==> config.mk <==
export PLATFORM = sky130hd
export DESIGN_NAME = fifo_wr_arbiter
export DESIGN_NICKNAME = d
export VERILOG_FILES = /design/src/rtl/fifo_wr_arbiter.sv
export SDC_FILE = /design/constraint.sdc
export NUM_CORES = 1
export LEC_CHECK = 0
export CAP_MARGIN = 30
export CORE_UTILIZATION = 38
export DETAILED_ROUTE_END_ITERATION = 8
export PLACE_DENSITY = 0.84
export SETUP_SLACK_MARGIN = 0.4
export SYNTH_ARGS = -nofsm -noshare
export SYNTH_HDL_FRONTEND = slang
export SYNTH_SLANG_ARGS = --single-unit
==> constraint.sdc <==
create_clock -name clk -period 3.65 [get_ports clk]
set_input_delay 0.365 -clock clk [delete_from_list [all_inputs] [get_ports clk]]
set_output_delay 0.365 -clock clk [all_outputs]
set_load 0.05 [all_outputs]
==> src/rtl/fifo_wr_arbiter.sv <==
// Round-robin write-port arbiter in front of the asymmetric fifo.
// Grants bounded bursts to one requester at a time and never writes while the fifo is full.
module fifo_wr_arbiter #(
    parameter int NUM_REQ    = 4,
    parameter int DATA_WIDTH = 4,
    parameter int MAX_BURST  = 4
) (
    input  logic                               clk,
    input  logic                               reset,
    input  logic [NUM_REQ-1:0]                 req,
    input  logic [NUM_REQ*2*DATA_WIDTH-1:0]    req_data,
    input  logic                               full,
    output logic [NUM_REQ-1:0]                 ack,
    output logic                               wr,
    output logic [2*DATA_WIDTH-1:0]            w_data,
    output logic [$clog2(NUM_REQ)-1:0]         grant_id,
    output logic                               busy
);

    localparam int WORD_W = 2 * DATA_WIDTH;
    localparam int ID_W   = $clog2(NUM_REQ);
    localparam int CNT_W  = $clog2(MAX_BURST + 1);
    localparam logic [ID_W-1:0]  LAST_ID  = ID_W'(NUM_REQ - 1);
    localparam logic [CNT_W-1:0] LAST_CNT = CNT_W'(MAX_BURST - 1);

    typedef enum logic {
        IDLE,
        GRANT
    } state_t;

    state_t            state, state_nxt;
    logic [ID_W-1:0]   owner, owner_nxt;
    logic [ID_W-1:0]   rr_ptr, rr_ptr_nxt;
    logic [CNT_W-1:0]  burst_cnt, burst_cnt_nxt;
    logic              pick_valid;
    logic [ID_W-1:0]   pick_id;

    // First active requester at or after rr_ptr, wrapping explicitly for non-power-of-two counts.
    always_comb begin
        logic [ID_W:0] idx;
        pick_valid = 1'b0;
        pick_id    = '0;
        idx        = '0;
        for (int k = 0; k < NUM_REQ; k++) begin
            idx = {1'b0, rr_ptr} + (ID_W+1)'(k);
            if (idx >= (ID_W+1)'(NUM_REQ)) begin
                idx = idx - (ID_W+1)'(NUM_REQ);
            end
            if (!pick_valid && req[idx[ID_W-1:0]]) begin
                pick_valid = 1'b1;
                pick_id    = idx[ID_W-1:0];
            end
        end
    end

    always_comb begin
        wr  = 1'b0;
        ack = '0;
        if (state == GRANT) begin
            wr         = req[owner] & ~full;
            ack[owner] = req[owner] & ~full;
        end
    end

    assign w_data   = req_data[owner*WORD_W +: WORD_W];
    assign busy     = (state == GRANT);
    assign grant_id = owner;

    always_comb begin
        state_nxt     = state;
        owner_nxt     = owner;
        rr_ptr_nxt    = rr_ptr;
        burst_cnt_nxt = burst_cnt;
        case (state)
            IDLE: begin
                if (pick_valid && !full) begin
                    state_nxt     = GRANT;
                    owner_nxt     = pick_id;
                    burst_cnt_nxt = '0;
                end
            end
            GRANT: begin
                if (wr) begin
                    burst_cnt_nxt = burst_cnt + 1'b1;
                end
                // A dropped request ends the grant even while stalled on full.
                if (!req[owner] || (wr && burst_cnt == LAST_CNT)) begin
                    state_nxt  = IDLE;
                    rr_ptr_nxt = (owner == LAST_ID) ? '0 : owner + 1'b1;
                end
            end
            default: state_nxt = IDLE;
        endcase
    end

    always_ff @(posedge clk or negedge reset) begin
        if (!reset) begin
            state     <= IDLE;
            owner     <= '0;
            rr_ptr    <= '0;
            burst_cnt <= '0;
        end else begin
            state     <= state_nxt;
            owner     <= owner_nxt;
            rr_ptr    <= rr_ptr_nxt;
            burst_cnt <= burst_cnt_nxt;
        end
    end

endmodule

==> results.md <==
* Status: finished clean
* CP arrival at 2.58 ns
* Latest clock arrival within the worst-skew pair at 0.25 ns
* Post-CTS Setup Bufs at 0
* Pleak at 0.000578 uW
* Fmax at 339 MHz
* Sw Ratio at 51.3%
* Final worst slack at 0.701 ns
* Seq pwr share at 16.0%
* Slew margin rel. at 63.5%
* RePlAce Congestion at 0.829
* Measured slew at the worst slew-check pin at 0.546 ns
* Port Buf Inserts at 54
* Initial antenna violation count at 0
* CP endpoint kind: primary output
* CTS tree: done
* RSZ-0062 raised after global routing: false
* CTS buffer count at 3
* Pwr dens at 732 nW/um2
* Slew Viols, Final at 0
* Max Cap Violations at 0
* Register area share after synthesis at 24.1%
* Initial Util at 41.6%
* DRC violations left at 0
* DR iter-0 viols at 17
* Peak supply drop at 0.461 mV
* Synthesis Warnings at 0
* Comb power frac at 77.6%
* Total global routing overflow at 0
* Die Span X at 48.8 um
* Synth Area per Inst at 10.5 um2
* Clock period minus worst slack at 2.95 ns
* Critical Path, Cell by Cell: clkdlybuf4s50_1 -> mux4_2 -> and3_4 -> and2_4 -> clkdlybuf4s50_1
* Post-Syn Nets at 124
* Worst path required time at 3.28 ns
* First-pass GRT wire length at 4160 um
* Switching pwr at 535 uW
* Internal at 507 uW
* Largest net degree at the start of global routing at 16
* Num ports at 55
* Post-detail-place hpwl at 2070 um
* Cell seen most often among critical-path stages: clkdlybuf4s50_1
* Crit-path slowest cell: clkdlybuf4s50_1
* Post-CTS Resized at 0
* CTS Sinks at 8
* R2R Setup Slk at 1.84 ns
* Die Ht at 48.8 um
* Tot GR Track Use at 23.1%
* Reg-to-Reg Start: grant_id[0]
* Routed WL at 2520 um
* Yosys cell types at 33
* Clock transition at path regs at 0.05 ns
* Core area at 2000 um2
* DR pass1 iterations at 4
* Setup-failing EPs final at 0
* Area Growth Syn to Fin at 71.1%
* Nets at 182
* Share of cells above drive strength 1 at 17.0%
* R2R Path End: rr_ptr[1]
* Vias in the first global route at 858
* Antenna diodes at 0
* Highest cell delay on the worst timing path at 0.70 ns
* Final period utilization at 80.8%
* Die Footprint at 2380 um2
* Clock skew at 0.00465 ns
* Synthesized area at 832 um2
* Hold Buf Count CTS at 0
* H-tree depth at 1
* Drt wl/cell at 15.6 um
* Synth Instances at 79
* Hold Crit Class: primary input to async pin
* CP max FO at 8
* Setup tns final at 0 ns
* Std-Cell Rows at 16
* CP Launch Type: primary input
* Maximum clock path buffer count at 2
* Root Driver: clkbuf_4
* Kind of critical path: primary input to primary output
* Hold Vio Cnt, Final at 0
* Pre-CTS setup slack at 0.710 ns
* Vias at 895
* Synthesized flop and latch total at 8
* ANT nets after route at 0
* Clock share of power at 6.4%
* Number of vias per cell at 5.52
* Reg2reg path depth at 5
[sequential cells by signal, summed over array words and instances (netlist names)]
signal,count
busy,1
grant_id,2
burst_cnt,3
rr_ptr,2
[layer usage]
metal | GRT usage, % | vias up | share of wire (%)
li1 | - | 417 | -
met1 | 28.7 | 410 | 41
met2 | 37.5 | 58 | 47
met3 | 4.67 | 10 | 9.0
met4 | 12.3 | 0 | 3.4
met5 | 0 | - | 0
[power groups by stage]
| stage | Combinational [uW] | Clock [uW] | Sequential [uW] |
|---|---|---|---|
| after floorplan | 505 | 0 | 228 |
| after global placement | 801 | 0 | 164 |
| after detailed placement | 812 | 0 | 166 |
| after CTS | 813 | 69.3 | 165 |
| after global routing | 860 | 73.0 | 172 |
| final | 809 | 66.5 | 167 |
[how the worst max path moves through the flow]
stage / from / depth (start not counted) / slack (ns) / end
after detailed placement: req[2] / 5 / 0.71 / ack[0]
after global placement: req[2] / 5 / 0.76 / ack[3]
after global routing: req[2] / 5 / 0.65 / ack[0]
after floorplan: grant_id[0] / 4 / 1.35 / ack[0]
after CTS: req[2] / 5 / 0.71 / ack[0]
final: req[2] / 5 / 0.70 / ack[0]
[cell usage in the layout (no fill, tap or decap), types with 2 or more instances in the layout]
cell,n
nor4_1,2
o21ai_1,3
mux4_2,9
nand2b_1,2
clkbuf_4,3
nor2b_1,2
a21oi_1,2
dfrtp_1,8
and2_4,4
mux2i_1,2
inv_1,7
nand2_1,5
nor2_1,2
buf_4,2
a31oi_1,2
clkdlybuf4s50_1,54
o21ai_0,4
ha_1,6
a21o_1,2
[critical path, delay by kind of cell]
family | cells | cell delay [ns]
multiplexers | 1 | 0.59
AND/OR/NAND/NOR | 2 | 0.39
buffers and inverters | 2 | 1.23
[cell usage after synthesis (all sizes together)]
master | instances | area, um2
a211oi | 1 | 7.51
a21o | 2 | 15.0
a21oi | 2 | 10.0
a311o | 1 | 10.0
a31oi | 2 | 12.5
and2 | 4 | 35.0
and3 | 2 | 17.5
buf | 3 | 20.0
dfrtp | 8 | 200
ha | 6 | 75.1
inv | 8 | 30.0
mux2 | 1 | 15.0
mux2i | 2 | 20.0
mux4 | 9 | 203
nand2 | 6 | 25.0
nand2b | 2 | 12.5
nor2 | 2 | 7.51
nor2b | 2 | 12.5
nor3 | 1 | 5.00
nor4 | 2 | 12.5
nor4bb | 1 | 10.0
o21ai | 8 | 43.8
o311a | 1 | 10.0
o32ai | 1 | 8.76
or2b | 1 | 7.51
or3 | 1 | 6.26
[stage by stage]
step | cell area [um2] | hold slack [ns] | utilization, % | total power [uW] | std cells
final | 1420 | 0.395 | 71.1 | 1040 | 162
after global routing | 1420 | 0.441 | 71.1 | 1100 | 162
after floorplan | 832 | 0.0694 | - | 734 | 79
after global placement | 1400 | 0.505 | 70.0 | 965 | 159
after CTS | 1420 | 0.407 | 71.1 | 1050 | 162
after detailed placement | 1400 | 0.514 | 70.0 | 978 | 159
[cells by family after synthesis]
family | Yosys count | synth area share [%]
DFF | 8 | 24.1
adders and majority gates | 6 | 9.02
AOI/OAI and AO/OA | 18 | 14.1
buffers and inverters | 11 | 6.01
and+or+nand+nor | 24 | 18.2
muxes | 12 | 28.6
[final cells by class]
cell class	instances	area, um2
multi-input cells	60	582
fillers	141	578
repair buffers	56	556
flip-flops and latches	8	200
well taps	27	33.8
inverters	8	30.0
clock buffers	3	22.5
(Power assumes the default switching activity.)
==> patch (same flow settings) <==
`MAX_BURST`: 4 -> 8.
--- a/src/rtl/fifo_wr_arbiter.sv
+++ b/src/rtl/fifo_wr_arbiter.sv
@@ -5,3 +5,3 @@
     parameter int DATA_WIDTH = 4,
-    parameter int MAX_BURST  = 4
+    parameter int MAX_BURST  = 8
 ) (
Check against the original RTL: not equivalent (Yosys sat finds a counterexample within 10 cycles, from zero or initial values and one cycle with reset low).
==> patch against the original RTL <==
  * Sequential cell count grew 1
  * Via count shrank 5.6%
  * Wire length shrank 2.7%
  * Design area is the same
  * Register-to-register slack lost 0.14 ns
  * Clock skew shrank 0.0040 ns
  * Non-clock buffer count shrank 1
  * Combinational power shrank 6.3%
  * Total power shrank 0.49%
  * Maximum frequency grew 6.1%
  * Die area grew 0.43%
  * Setup slack gained 0.17 ns
  * Synthesized area grew 0.45%
==> patch: results (changes against the original RTL) <==
| Metric | Value |
|---|---|
| Global-route wire length before repair | 4050 um (-2.6%) |
| Fmax | 359.7 MHz (+6.1%) |
| # resized after CTS | 0 (unchanged) |
| DP Worst Slack | 0.8812 ns (+0.1713 ns) |
| Fillers | 154 (+9.2%) |
| GR Util All Layers | 0.2216 (-0.008956) |
| Hold_ws | 0.3883 ns (-0.006329 ns) |
| R2r setup slk | 1.70 ns (-0.14 ns) |
| Sw Share | 0.5096 (-0.003811) |
| Root cell of the clock tree | clkbuf_4 |
| Ys async rst share | 1.000 (unchanged) |
| Initial antenna violation count | 0 (unchanged) |
| Wire per inst | 15.44 um (-0.90%) |
| DPL Wire Length | 2038 um (-1.5%) |
| Peak supply drop | 0.0004546 V (-1.4%) |
| Largest net degree at the start of global routing | 16 (unchanged) |
| Ys flop type | dfrtp_1 |
| Syn nets | 120 (-3.2%) |
| Synth top area cells | dfrtp_1, mux4_2, ha_1 |
| Seq/Total Area, Yosys | 0.2695 (+0.02886) |
| CTS buffer count | 3 (unchanged) |
| Clock Path Buffers | 2 (unchanged) |
| Port bufs | 54 (unchanged) |
| DR pass1 iterations | 4 (unchanged) |
| Ant diodes | 0 (unchanged) |
| Max Transition Viols Final | 0 (unchanged) |
| Mapped Cells | 76 (-3.8%) |
| Distinct cell type count after synthesis | 31 (-6.1%) |
| Max reg flops | 4 (+1) |
| Post-CTS setup buffers | 0 (unchanged) |
| Drt first-iter violations | 15 (-2) |
| Synth Warn # | 0 (unchanged) |
| Layout cells sized above 1 | 0.1288 (-0.04158) |
| Type of the worst min-delay path | in2async |
| Skew final | 0.0006044 ns (-0.004046 ns) |
| Inst Count DP | 155 (-2.5%) |
| Placed cell area | 0.001398 sq mm (-0.27%) |
| Vias | 845 (-5.6%) |
| Number of global-route vias before repair | 841 (-2.0%) |
| Synth cell count leaders | dfrtp_1, mux4_2 |
| # nets final | 177 (-2.7%) |
| Register clock-pin slew on the reported worst setup and hold paths | 0.05 ns (about the same) |
| Status | finished, final reports clean |
| Clock latency on the worst-skew pair | 0.25 ns (about the same) |
| Maximum fanout along the worst path | 12 (+4) |
| Global placer's final weighted congestion | 0.8477 (+2.2%) |
| Worst-margin pin slew | 0.8024 ns (+0.2568 ns) |
| H-tree levels | 1 (unchanged) |
| Worst EP arrival | 2.42 ns (-0.16 ns) |
| Total wire length | 2455 um (-2.7%) |
| Biggest register | burst_cnt |
| Leak pwr | 0.5806 nW (+0.48%) |
==> patch: power by group through the flow <==
| stage | Clock [mW] | Sequential (mW) | Combinational [mW] |
|---|---|---|---|
| final | 0.0705 | 0.208 | 0.758 |
| after global routing | 0.0781 | 0.217 | 0.809 |
| after CTS | 0.0745 | 0.208 | 0.764 |
| after detailed placement | 0 | 0.210 | 0.763 |
| after global placement | 0 | 0.206 | 0.753 |
| after floorplan | 0 | 0.244 | 0.490 |
==> patch: critical path, cell delays in order <==
cell	delay, ns
clkdlybuf4s50_1	0.49
mux4_2	0.63
and2_1	0.22
clkdlybuf4s50_1	0.70
==> patch: layout make-up <==
cell class,count,area (sq um),area share
Clock buffer,4,26.28,0.01845
Inverter,5,18.77,0.01318
Multi-Input combinational cell,59,571.8,0.4016
Sequential cell,9,225.2,0.1582
Tap cell,27,33.78,0.02373
Timing Repair Buffer,55,548.0,0.3849
==> patch: path summary, 6_finish.rpt <==
kind                              start           end  cells after the start
max                              req[3]            wr                      4
min in group clk           burst_cnt[0]  burst_cnt[0]                      1
max reg2reg                 grant_id[0]     rr_ptr[0]                      4
min                               reset  burst_cnt[0]                      1
min reg2reg                burst_cnt[0]  burst_cnt[0]                      1
max in group asynchronous         reset   grant_id[1]                      1
==> patch: per-layer routing <==
metal  track usage  vias up  share of wire  routed length [um]
met2        0.3981       49           0.48                1189
li1              -      406              -                   -
met4       0.05882        0         0.0069                  17
met1        0.2738      388           0.43                1057
met3       0.03427        2          0.077                 190
met5             0        -              0                   0
==> patch: cells by family (layout without fill, tap and decap cells) <==
family,Yosys count,in the layout,synth area share
fa+ha+maj,5,5,0.07485
simple gates,25,25,0.1826
flops,9,9,0.2695
mux,12,12,0.2859
buf+inv,8,64,0.04640
compound gates,17,17,0.1407
